## src/rtl/mips_multicycle_ctrl.sv

```systemverilog
// Multicycle MIPS main control FSM: sequences shared memory, ALU and register file per instruction.
// Optional addi support is enabled by defining MIPS_MC_ADDI_EN.
// state    | meaning
// RESET    | post-reset idle, all controls low
// FETCH    | read instruction, PC += 4 on mem_ready
// DECODE   | register read, branch target precompute
// MEM_ADDR | lw/sw effective address
// MEM_RD   | data read, wait for mem_ready
// MEM_WB   | load writeback to rt
// MEM_WR   | data write, wait for mem_ready
// EXEC     | R-type ALU operation
// ALU_WB   | R-type writeback to rd
// BRANCH   | beq compare and conditional PC load
// JUMP     | jump target PC load
// ADDI_EX  | addi ALU operation
// ADDI_WB  | addi writeback to rt
// TRAP     | illegal opcode, held until reset
module mips_multicycle_ctrl #(
  parameter int CNT_W = 32
) (
  input  logic             clk,
  input  logic             reset_n,
  input  logic [5:0]       opcode,
  input  logic             mem_ready,
  output logic             pc_write,
  output logic             pc_write_cond,
  output logic             iord,
  output logic             mem_read,
  output logic             mem_write,
  output logic             ir_write,
  output logic             mem_to_reg,
  output logic             reg_dst,
  output logic             reg_write,
  output logic             alu_src_a,
  output logic [1:0]       alu_src_b,
  output logic [1:0]       alu_op,
  output logic [1:0]       pc_source,
  output logic [3:0]       state,
  output logic             instr_done,
  output logic             illegal_op,
  output logic [CNT_W-1:0] retired
);

  typedef enum logic [3:0] {
    S_RESET    = 4'd0,
    S_FETCH    = 4'd1,
    S_DECODE   = 4'd2,
    S_MEM_ADDR = 4'd3,
    S_MEM_RD   = 4'd4,
    S_MEM_WB   = 4'd5,
    S_MEM_WR   = 4'd6,
    S_EXEC     = 4'd7,
    S_ALU_WB   = 4'd8,
    S_BRANCH   = 4'd9,
    S_JUMP     = 4'd10,
    S_ADDI_EX  = 4'd11,
    S_ADDI_WB  = 4'd12,
    S_TRAP     = 4'd15
  } state_t;

  localparam logic [5:0] OP_RTYPE = 6'h00;
  localparam logic [5:0] OP_LW    = 6'h23;
  localparam logic [5:0] OP_SW    = 6'h2B;
  localparam logic [5:0] OP_BEQ   = 6'h04;
  localparam logic [5:0] OP_J     = 6'h02;
  localparam logic [5:0] OP_ADDI  = 6'h08;

  state_t state_q, state_d;
  // Holds RESET for one extra cycle so release is synchronous to clk.
  logic   rst_sync;

  assign state = state_q;

  always_comb begin
    state_d = S_RESET;
    case (state_q)
      S_RESET:    state_d = rst_sync ? S_FETCH : S_RESET;
      S_FETCH:    state_d = mem_ready ? S_DECODE : S_FETCH;
      S_DECODE: begin
        case (opcode)
          OP_RTYPE:     state_d = S_EXEC;
          OP_LW, OP_SW: state_d = S_MEM_ADDR;
          OP_BEQ:       state_d = S_BRANCH;
          OP_J:         state_d = S_JUMP;
`ifdef MIPS_MC_ADDI_EN
          OP_ADDI:      state_d = S_ADDI_EX;
`endif
          default:      state_d = S_TRAP;
        endcase
      end
      S_MEM_ADDR: state_d = (opcode == OP_LW) ? S_MEM_RD : S_MEM_WR;
      S_MEM_RD:   state_d = mem_ready ? S_MEM_WB : S_MEM_RD;
      S_MEM_WB:   state_d = S_FETCH;
      S_MEM_WR:   state_d = mem_ready ? S_FETCH : S_MEM_WR;
      S_EXEC:     state_d = S_ALU_WB;
      S_ALU_WB:   state_d = S_FETCH;
      S_BRANCH:   state_d = S_FETCH;
      S_JUMP:     state_d = S_FETCH;
`ifdef MIPS_MC_ADDI_EN
      S_ADDI_EX:  state_d = S_ADDI_WB;
      S_ADDI_WB:  state_d = S_FETCH;
`endif
      S_TRAP:     state_d = S_TRAP;
      default:    state_d = S_RESET;
    endcase
  end

  always_comb begin
    pc_write      = 1'b0;
    pc_write_cond = 1'b0;
    iord          = 1'b0;
    mem_read      = 1'b0;
    mem_write     = 1'b0;
    ir_write      = 1'b0;
    mem_to_reg    = 1'b0;
    reg_dst       = 1'b0;
    reg_write     = 1'b0;
    alu_src_a     = 1'b0;
    alu_src_b     = 2'b00;
    alu_op        = 2'b00;
    pc_source     = 2'b00;
    instr_done    = 1'b0;
    illegal_op    = 1'b0;
    case (state_q)
      S_FETCH: begin
        mem_read  = 1'b1;
        alu_src_b = 2'b01;
        ir_write  = mem_ready;
        pc_write  = mem_ready;
      end
      S_DECODE:   alu_src_b = 2'b11;
      S_MEM_ADDR: begin
        alu_src_a = 1'b1;
        alu_src_b = 2'b10;
      end
      S_MEM_RD: begin
        mem_read = 1'b1;
        iord     = 1'b1;
      end
      S_MEM_WB: begin
        mem_to_reg = 1'b1;
        reg_write  = 1'b1;
        instr_done = 1'b1;
      end
      S_MEM_WR: begin
        mem_write  = 1'b1;
        iord       = 1'b1;
        instr_done = mem_ready;
      end
      S_EXEC: begin
        alu_src_a = 1'b1;
        alu_op    = 2'b10;
      end
      S_ALU_WB: begin
        reg_dst    = 1'b1;
        reg_write  = 1'b1;
        instr_done = 1'b1;
      end
      S_BRANCH: begin
        alu_src_a     = 1'b1;
        alu_op        = 2'b01;
        pc_write_cond = 1'b1;
        pc_source     = 2'b01;
        instr_done    = 1'b1;
      end
      S_JUMP: begin
        pc_write   = 1'b1;
        pc_source  = 2'b10;
        instr_done = 1'b1;
      end
`ifdef MIPS_MC_ADDI_EN
      S_ADDI_EX: begin
        alu_src_a = 1'b1;
        alu_src_b = 2'b10;
      end
      S_ADDI_WB: begin
        reg_write  = 1'b1;
        instr_done = 1'b1;
      end
`endif
      S_TRAP:     illegal_op = 1'b1;
      default:    ;
    endcase
  end

  always_ff @(posedge clk or negedge reset_n) begin
    if (!reset_n) begin
      rst_sync <= 1'b0;
      state_q  <= S_RESET;
      retired  <= '0;
    end else begin
      rst_sync <= 1'b1;
      state_q  <= state_d;
      if (instr_done) retired <= retired + CNT_W'(1);
    end
  end

endmodule

```

## config.mk

```make
export PLATFORM = sky130hd
export DESIGN_NAME = mips_multicycle_ctrl
export DESIGN_NICKNAME = d
export VERILOG_FILES = /design/src/rtl/mips_multicycle_ctrl.sv
export SDC_FILE = /design/constraint.sdc
export NUM_CORES = 1
export LEC_CHECK = 0
export CORE_MARGIN = 2
export CORE_UTILIZATION = 45
export DETAILED_ROUTE_END_ITERATION = 6
export GPL_TIMING_DRIVEN = 0
export PLACE_DENSITY = 0.78
export RECOVER_POWER = 25
export REMOVE_ABC_BUFFERS = 1
export SLEW_MARGIN = 0
export SYNTH_ARGS = -nofsm -noshare
export SYNTH_HDL_FRONTEND = slang
export SYNTH_SLANG_ARGS = --single-unit
```

## constraint.sdc

```tcl
create_clock -name clk -period 2.2 [get_ports clk]
set_input_delay 0.22 -clock clk [delete_from_list [all_inputs] [get_ports clk]]
set_output_delay 0.22 -clock clk [all_outputs]
set_load 0.005 [all_outputs]
```

# --- Yosys cells after proc, flatten, opt, wreduce, memory -nomap -nowiden ---
# Index checks and enable logic that the tools add are counted.
totals:
  register_bits: 37
  input_bits: 9
  output_inout_bits: 54
  word_cells: 49
classes:
  add_sub_neg: 1
  eq_ne: 15
  n_mux: 22
  reduce_logical: 8
ops:
  columns: ["op", "n"]
  rows:
  - ["$pmux 4 s9", 1]
  - ["$add 32x1->32 const B", 1]
  - ["$eq 4x3->1 const B", 4]
  - ["$eq 4x4->1 const B", 4]
  - ["$pmux 4 s4", 1]
  - ["$eq 6x6->1 const B", 2]
  - ["$mux 1", 12]
  - ["$eq 4x2->1 const B", 2]
  - ["$pmux 2 s2", 2]
  - ["$reduce_or 2->1", 4]
  - ["$eq 6x2->1 const B", 1]
  - ["$eq 6x3->1 const B", 1]
  - ["$logic_not 6->1", 1]
  - ["$pmux 2 s3", 1]
  - ["$eq 4x1->1 const B", 1]
  - ["$logic_not 4->1", 1]
  - ["$mux 2", 2]
  - ["$pmux 1 s2", 2]
  - ["$reduce_or 4->1", 1]
  - ["$mux 3", 1]
  - ["$reduce_or 3->1", 1]

# --- Depth between registers and ports, before layout ---
# Gate-level depths: netlist of the first run.
depth:
  ltp_word: 4
  ltp_mapped: 5
  ltp_nobuf: 5

# --- Least setup slack after synthesis of the first run ---
# No wires, ideal clock.
synth_path:
  path_type: "flip-flop to flip-flop"
  startpoint: "register state_q[3], in the netlist state[3]"
  endpoint: "register retired[16]"
  setup_time_ns: 0.132
  arrival_time_ns: 1.461
  t_required_ns: 2.068
  path_slack_ns: 0.607
  stages_incl_launch_ff: 6
  n_path_buf: 1
  synth_period_minus_slack_ns: 1.593
  path_cell_list: "dfrtp_1 > nor2b_1 > o311ai_4 > buf_2 > nor3_1 > xor2_1"
synth_via:
  elab_chain_cells: 3
  word_cells_on_any_way: 7
  classes_between: "5 x eq/ne; 1 x mux; 1 x reduce/logical"
synth_rtl:
  columns: ["item", "line", "text"]
  rows:
  - ["from (decl)", "68", "state_t state_q, state_d;"]
  - ["from (signal assigned)", "193", "state_q <= state_d;"]
  - ["$eq 4x4->1 / $eq 4x3->1 (equally long branches)", "124", "case (state_q)"]
  - ["$reduce_or 4->1 (no source line)", null, null]
  - ["$pmux 1 s2 (*)", "124", null]
  - ["to (signal assigned)", "194", "if (instr_done) retired <= retired + CNT_W'(1);"]
  - ["to (decl)", "41", "output logic [CNT_W-1:0] retired"]
# Mark *: on every way between the ends. The rest lies on a longest branch, timed or not.
# A chain may end at the register's enable or synchronous reset.

# --- Final worst setup path of the first run ---
layout_path:
  startpoint: "register state_q[0], in the netlist state[0]"
  endpoint: "output pc_write"
layout_via:
  elab_chain_cells: 2
  word_cells_on_any_way: 3
  classes_between: "2 x eq/ne; 1 x mux"
layout_rtl:
  columns: ["item", "line", "text"]
  rows:
  - ["$eq 4x4->1 / $eq 4x1->1 (equally long branches)", "124", null]
  - ["$pmux 1 s2 (*)", "124", null]
  - ["to (decl)", "25", "output logic pc_write,"]
# Marked as above.

==> flow_summary.yaml, run 1 <==
critical_path:
  slowest_delay_ns: 0.58
  reg2reg_to: "retired[15]"
  critPathMaxFanout: 16
  end_kind: "primary output"
  crit_type: "reg -> out"
  timing.rr.start: "state[0]"
  critical_path_buf_inv_count: 1
  crit_required_ns: 1.98
  crit_arrival_ns: 1.87
  cp_cell_sequence: "nand2b_2 -> nor2_1 -> or2_2 -> clkdlybuf4s50_1"
  r2r_setup_slack_ns: 0.22
  cp_top_family: "flip-flops"
  critical_path.slowest_cell: "dfrtp_4"
  rr_worst_depth: 3
  start_kind: "flop"
clocking:
  insertion_delay_ns: 0.29
  path_clk_slew_ns: 0.07
  holdBufCountCts: 0
  cts_buffer_depth: 2
  htreeDepth: 2
  cts_made_buffers: 5
  cts.sinks: 37
  cts_root_buffer: "clkbuf_8"
  tritoncts: "built"
drt:
  drc_errors: 0
  firstDrtPassIters: 4
  drt_iter0_drc: 166
  vias_per_cell: 5.63
  vias: 1921
  post_drt_wl_per_cell_um: 15.2
  routed_wl_mm: 5.18
  ant_nets: 0
floorplanning:
  die-area_um2: 5170
  start_util_pct: 47.3
  rows: 24
  die_w_um: 71.9
  die_h_um: 71.9
  core_um2: 4380
  ios: 63
synthesis:
  synth_cells: 224
  ys.flop_type: "dfrtp_1"
  yosysSeqAreaShare_pct: 44.6
  synth_edf_count: 0
  synth_area_um2: 2070
  ys_ff_latch: 37
  synth.distinct_cells: 37
  yosysWarnings: 0
  syn_avg_cell_area_um2: 9.26
  async_flop_share_pct: 100
final_layout:
  syn_to_final_growth_pct: 39.2
  nFillCells: 348
  fin_util_pct: 65.9
  insertedDiodeCount: 0
  final_cells: 341
  drive_gt1_share_pct: 10.7
  seq_area_um2: 933
  multi_input_area_um2: 1110
  fin_nets: 299
sta:
  fmax_mhz: 479
  maxSlewViolCount: 0
  rsz0062_at_grt: "no"
  finalSetupViolations: 0
  timing.final.ws_setup_ns: 0.114
  fin_setup_tns_ns: 0
  fin_worst_skew_ns: 0.00588
  tightest_slew_ns: 0.998
  maxSlewHeadroom_pct: 33.3
  finalCritPeriodShare_pct: 94.8
  final.min_clock_period_ns: 2.09
  hold_viol_final: 0
placement:
  dp_worst_setup_slack_ns: -0.596
  post-dp-hpwl_mm: 3.38
  placed_cells: 325
  finalWeightedCongestion: 0.806
  io_buffer_count: 62
grt:
  use_met1_pct: 29.9
  use_met3_pct: 3.89
  antenna_found_initial: 0
  grt.met2_usage_pct: 33.2
  grt_usage_pct: 21.2
  grt_pass1_vias: 1762
  busiest_layer: "met2"
  grt_max_degree: 38
  grt_pass1_wl_mm: 8.60
  grt-ovfl-total: 0
pwr:
  leakage_nw: 1.27
  peakVddDrop_mv: 0.403
  powerDensity_nw_per_um2: 414
worst_hold_path:
  worstHoldPathType: "in -> async"
outcome:
  status: "completed"
run:
  maxCapViolCount: 0
==> registers in the layout (all words and copies together) (netlist names) <==
name / flops
retired: 32
rst_sync: 1
state: 4
==> cells in the final DEF, fill, tap and decap left out, types with 2 or more instances in the layout <==
master            n
o21ai_0           4
a21oi_1           3
nand4_1           9
xnor2_1           9
and4_1            5
nor3_1           13
nor2_1           16
dfrtp_1          33
and3_1            6
nand3_1          17
or2_2             2
nand2_1          16
clkbuf_8          6
a21boi_0          2
nor2b_1           4
nor4_1           16
inv_1             3
nand2b_1          4
dfrtp_2           3
and2_1            2
xor2_1           23
clkdlybuf4s50_1  60
buf_4             8
==> worst reg2reg max path: stages (launching register included) <==
cell      delay (ns)
dfrtp_4         0.58
o311ai_2        0.91
nor4_1          0.18
xor2_1          0.18
==> how the worst max path moves through the flow <==
stage | startpoint | end | slack, ns | depth (start not counted)
floorplan | state[2] | retired[8] | 0.11 | 5
detailed placement | mem_ready | instr_done | -0.60 | 5
finish | state[0] | pc_write | 0.11 | 4
global route | state[2] | reg_write | 0.02 | 4
global placement | mem_ready | instr_done | -0.58 | 5
CTS | mem_ready | instr_done | 0.01 | 5
==> synth_stat cells, types with 4 or more instances <==
cell type,n,area (µm²)
nand2_1,17,63.8
nand3_1,17,85.1
nor2b_1,5,31.3
dfrtp_1,37,926
xnor2_1,9,78.8
and3_1,6,37.5
nor2_1,17,63.8
and4_1,5,43.8
clkbuf_1,7,26.3
nor3_1,14,70.1
nor4_1,16,100
o21ai_0,4,20.0
nand2b_1,5,31.3
xor2_1,24,210
nand4_1,9,56.3
==> area by class of cell <==
class | count | share of cell area (%)
Timing Repair Buffer | 70 | 23.5
Sequential cell | 37 | 32.3
Tap cell | 52 | 2.25
Clock buffer | 7 | 2.99
Inverter | 4 | 0.520
Multi-Input combinational cell | 171 | 38.4
==> power breakdown <==
part | switching [mW] | internal, mW
clock | 0.229 | 0.248
combinational | 0.0231 | 0.0153
sequential | 0.000127 | 0.681
==> kinds of logic after synthesis <==
kind of cell	Yosys count	share of synthesized area, %
and+or+nand+nor	118	30.3
DFF	37	44.6
xor gates and xnor gates	33	13.9
buffers and inverters	17	3.86
AOI/OAI and AO/OA	16	6.03
adders and majority gates	1	0.603
other	1	0.181
muxes	1	0.483
==> per-layer routing <==
layer	share of wire, %	up-vias
met5	0	-
met1	46	934
li1	-	928
met3	4.9	7
met4	1.3	0
met2	48	52
==> metrics by stage <==
step / area [µm²] / power (mW) / hold slack (ns)
floorplan: 2010 / 0.701 / -0.0756
global placement: 2700 / 0.732 / 0.457
detailed placement: 2690 / 0.732 / 0.361
CTS: 2840 / 1.20 / 0.0498
global route: 2890 / 1.24 / 0.0982
finish: 2890 / 1.20 / 0.0287
==> timing repair <==
item | in CTS | in global routing
setup buffers | 4 | 4
endpoints found under the setup margin | 34 | 7
cloned | 1 | 0
pin swaps | 1 | 1
gates resized for setup | 7 | 7
hold endpoints to repair | 0 | 0
Note: power is estimated with default switching activity, not from simulation.
==> inputs of run 2 (changes only) <==
--- a/config.mk
+++ b/config.mk
@@ -6,10 +6,10 @@
 export NUM_CORES = 1
 export LEC_CHECK = 0
 export CORE_MARGIN = 2
-export CORE_UTILIZATION = 45
+export CORE_UTILIZATION = 30
 export DETAILED_ROUTE_END_ITERATION = 6
 export GPL_TIMING_DRIVEN = 0
-export PLACE_DENSITY = 0.78
+export PLACE_DENSITY = 0.56
 export RECOVER_POWER = 25
 export REMOVE_ABC_BUFFERS = 1
 export SLEW_MARGIN = 0
==> flow_summary.yaml, run 2 (same netlist as run 1, synthesis figures left out) <==
sta:
  rsz0062_at_grt: "yes"
  fin_worst_skew_ns: 0.00390
  fin_hold_ws_ns: 0.481
  finalSetupViolations: 0
  tightest_slew_ns: 2.05
  final.min_clock_period_ns: 2.15
  hold_viol_final: 0
  finalCritPeriodShare_pct: 97.9
  maxSlewViolCount: 38
  fmax_mhz: 464
  maxSlewHeadroom_pct: -36.5
final_layout:
  syn_to_final_growth_pct: 41.7
  seq_area_um2: 931
  drive_gt1_share_pct: 11.0
  fin_util_pct: 43.5
  nFillCells: 702
  largest_reg_flops: 32
  multi_input_area_um2: 1120
  top_register: "retired"
  final_cell_mix: "clkdlybuf4s50_1 (61), dfrtp_1 (33), xor2_1 (23)"
  layout_commonest_cell: "clkdlybuf4s50_1"
  final_cells: 372
  insertedDiodeCount: 0
  fin_nets: 301
  final_area_um2: 2940
placement:
  io_buffer_count: 62
  post-dp-hpwl_mm: 3.50
  placed_cells: 353
  place_area_um2: 2730
  finalWeightedCongestion: 0.778
grt:
  grt_pass1_wl_mm: 9.32
  grt_pass1_vias: 1859
  grt_max_degree: 38
  grt-ovfl-total: 0
  antenna_found_initial: 0
  grt_usage_pct: 15.7
critical_path:
  slowest_delay_ns: 0.60
  crit_type: "reg -> out"
  cp_top_family: "simple AND/OR/NAND/NOR gates"
  critPathMaxFanout: 16
  crit_arrival_ns: 1.93
  end_kind: "primary output"
  start_kind: "flop"
  cp_cell_sequence: "nand2b_1 -> nor2_1 -> or2_2 -> clkdlybuf4s50_1"
  critical_path.slowest_cell: "dfrtp_2"
  critical_path_buf_inv_count: 1
  crit_required_ns: 1.98
clocking:
  cts.sinks: 37
  cts_root_buffer: "clkbuf_8"
  tritoncts: "built"
  insertion_delay_ns: 0.29
  cts_made_buffers: 5
  path_clk_slew_ns: 0.07
  cts_buffer_depth: 2
  htreeDepth: 2
drt:
  routed_wl_mm: 5.66
  post_drt_wl_per_cell_um: 15.2
  drt_iter0_drc: 90
  drc_errors: 0
  vias_per_cell: 5.14
  ant_nets: 0
  firstDrtPassIters: 4
  vias: 1911
run:
  maxCapViolCount: 1
floorplanning:
  die_h_um: 87.2
  core_um2: 6760
  rows: 30
  ios: 63
  die_w_um: 87.2
  start_util_pct: 30.7
  die-area_um2: 7600
worst_hold_path:
  worstHoldPathType: "reg -> reg"
pwr:
  leakage_nw: 1.26
  powerDensity_nw_per_um2: 403
  peakVddDrop_mv: 0.285
outcome:
  violations: "capacitance limit, slew limit"
  status: "complete, but fails checks"
run 2: path summary, 6_finish.rpt:
check                             from     endpoint  slack [ns]  cells past startpoint
max                           state[0]     pc_write        0.05                      4
min                        retired[31]  retired[31]        0.48                      1
max reg2reg                   state[3]  retired[26]        0.10                      4
min reg2reg                retired[31]  retired[31]        0.48                      1
max in group asynchronous      reset_n     state[0]        0.36                      1
min in group asynchronous      reset_n   retired[1]        0.50                      1
run 2: stage by stage:
| stage | total power [mW] | setup slack [ns] | TNS (ns) |
|---|---|---|---|
| 6_report | 1.19 | 0.0458 | 0 |
| 5_1_grt | 1.24 | -0.0490 | -0.223 |
| 4_1_cts | 1.20 | 0.0225 | 0 |
| 3_5_place_dp | 0.732 | -0.627 | -7.14 |
| 3_3_place_gp | 0.733 | -0.654 | -7.62 |
| 2_1_floorplan | 0.701 | 0.105 | 0 |
run 2: power breakdown:
group / total [mW] / internal, mW / switching (mW)
Sequential: 0.681 / 0.681 / 0.000165
Combinational: 0.0387 / 0.0150 / 0.0237
Clock: 0.466 / 0.220 / 0.246
run 2: routing by layer:
metal / wire length (µm) / vias to the layer above / GRT usage [%]
met4: 27 / 0 / 2.80
met2: 2480 / 42 / 23.5
li1: - / 925 / -
met3: 217 / 3 / 4.55
met1: 2940 / 941 / 22.9
met5: 0 / - / 0
run 2: worst register-to-register path, stage by stage, from the launching register on:
cell and delay (ns):
dfrtp_2 0.48, nor2b_4 0.18, o311ai_2 0.93, nor4_1 0.19
xor2_1 0.19
run 2: repair_timing:
action	in CTS	in global routing
setup endpoints to repair	35	3
setup buffers	10	0
hold buffers	0	0
gates resized for setup	10	3
pin swaps	1	0
gates cloned	1	0
run 2: cell type report:
type	count	area share, %
Multi-Input combinational cell	171	38.1
Sequential cell	37	31.7
Timing Repair Buffer	72	23.5
Tap cell	80	3.41
Clock buffer	6	2.47
Inverter	4	0.511
Clock inverter	2	0.341
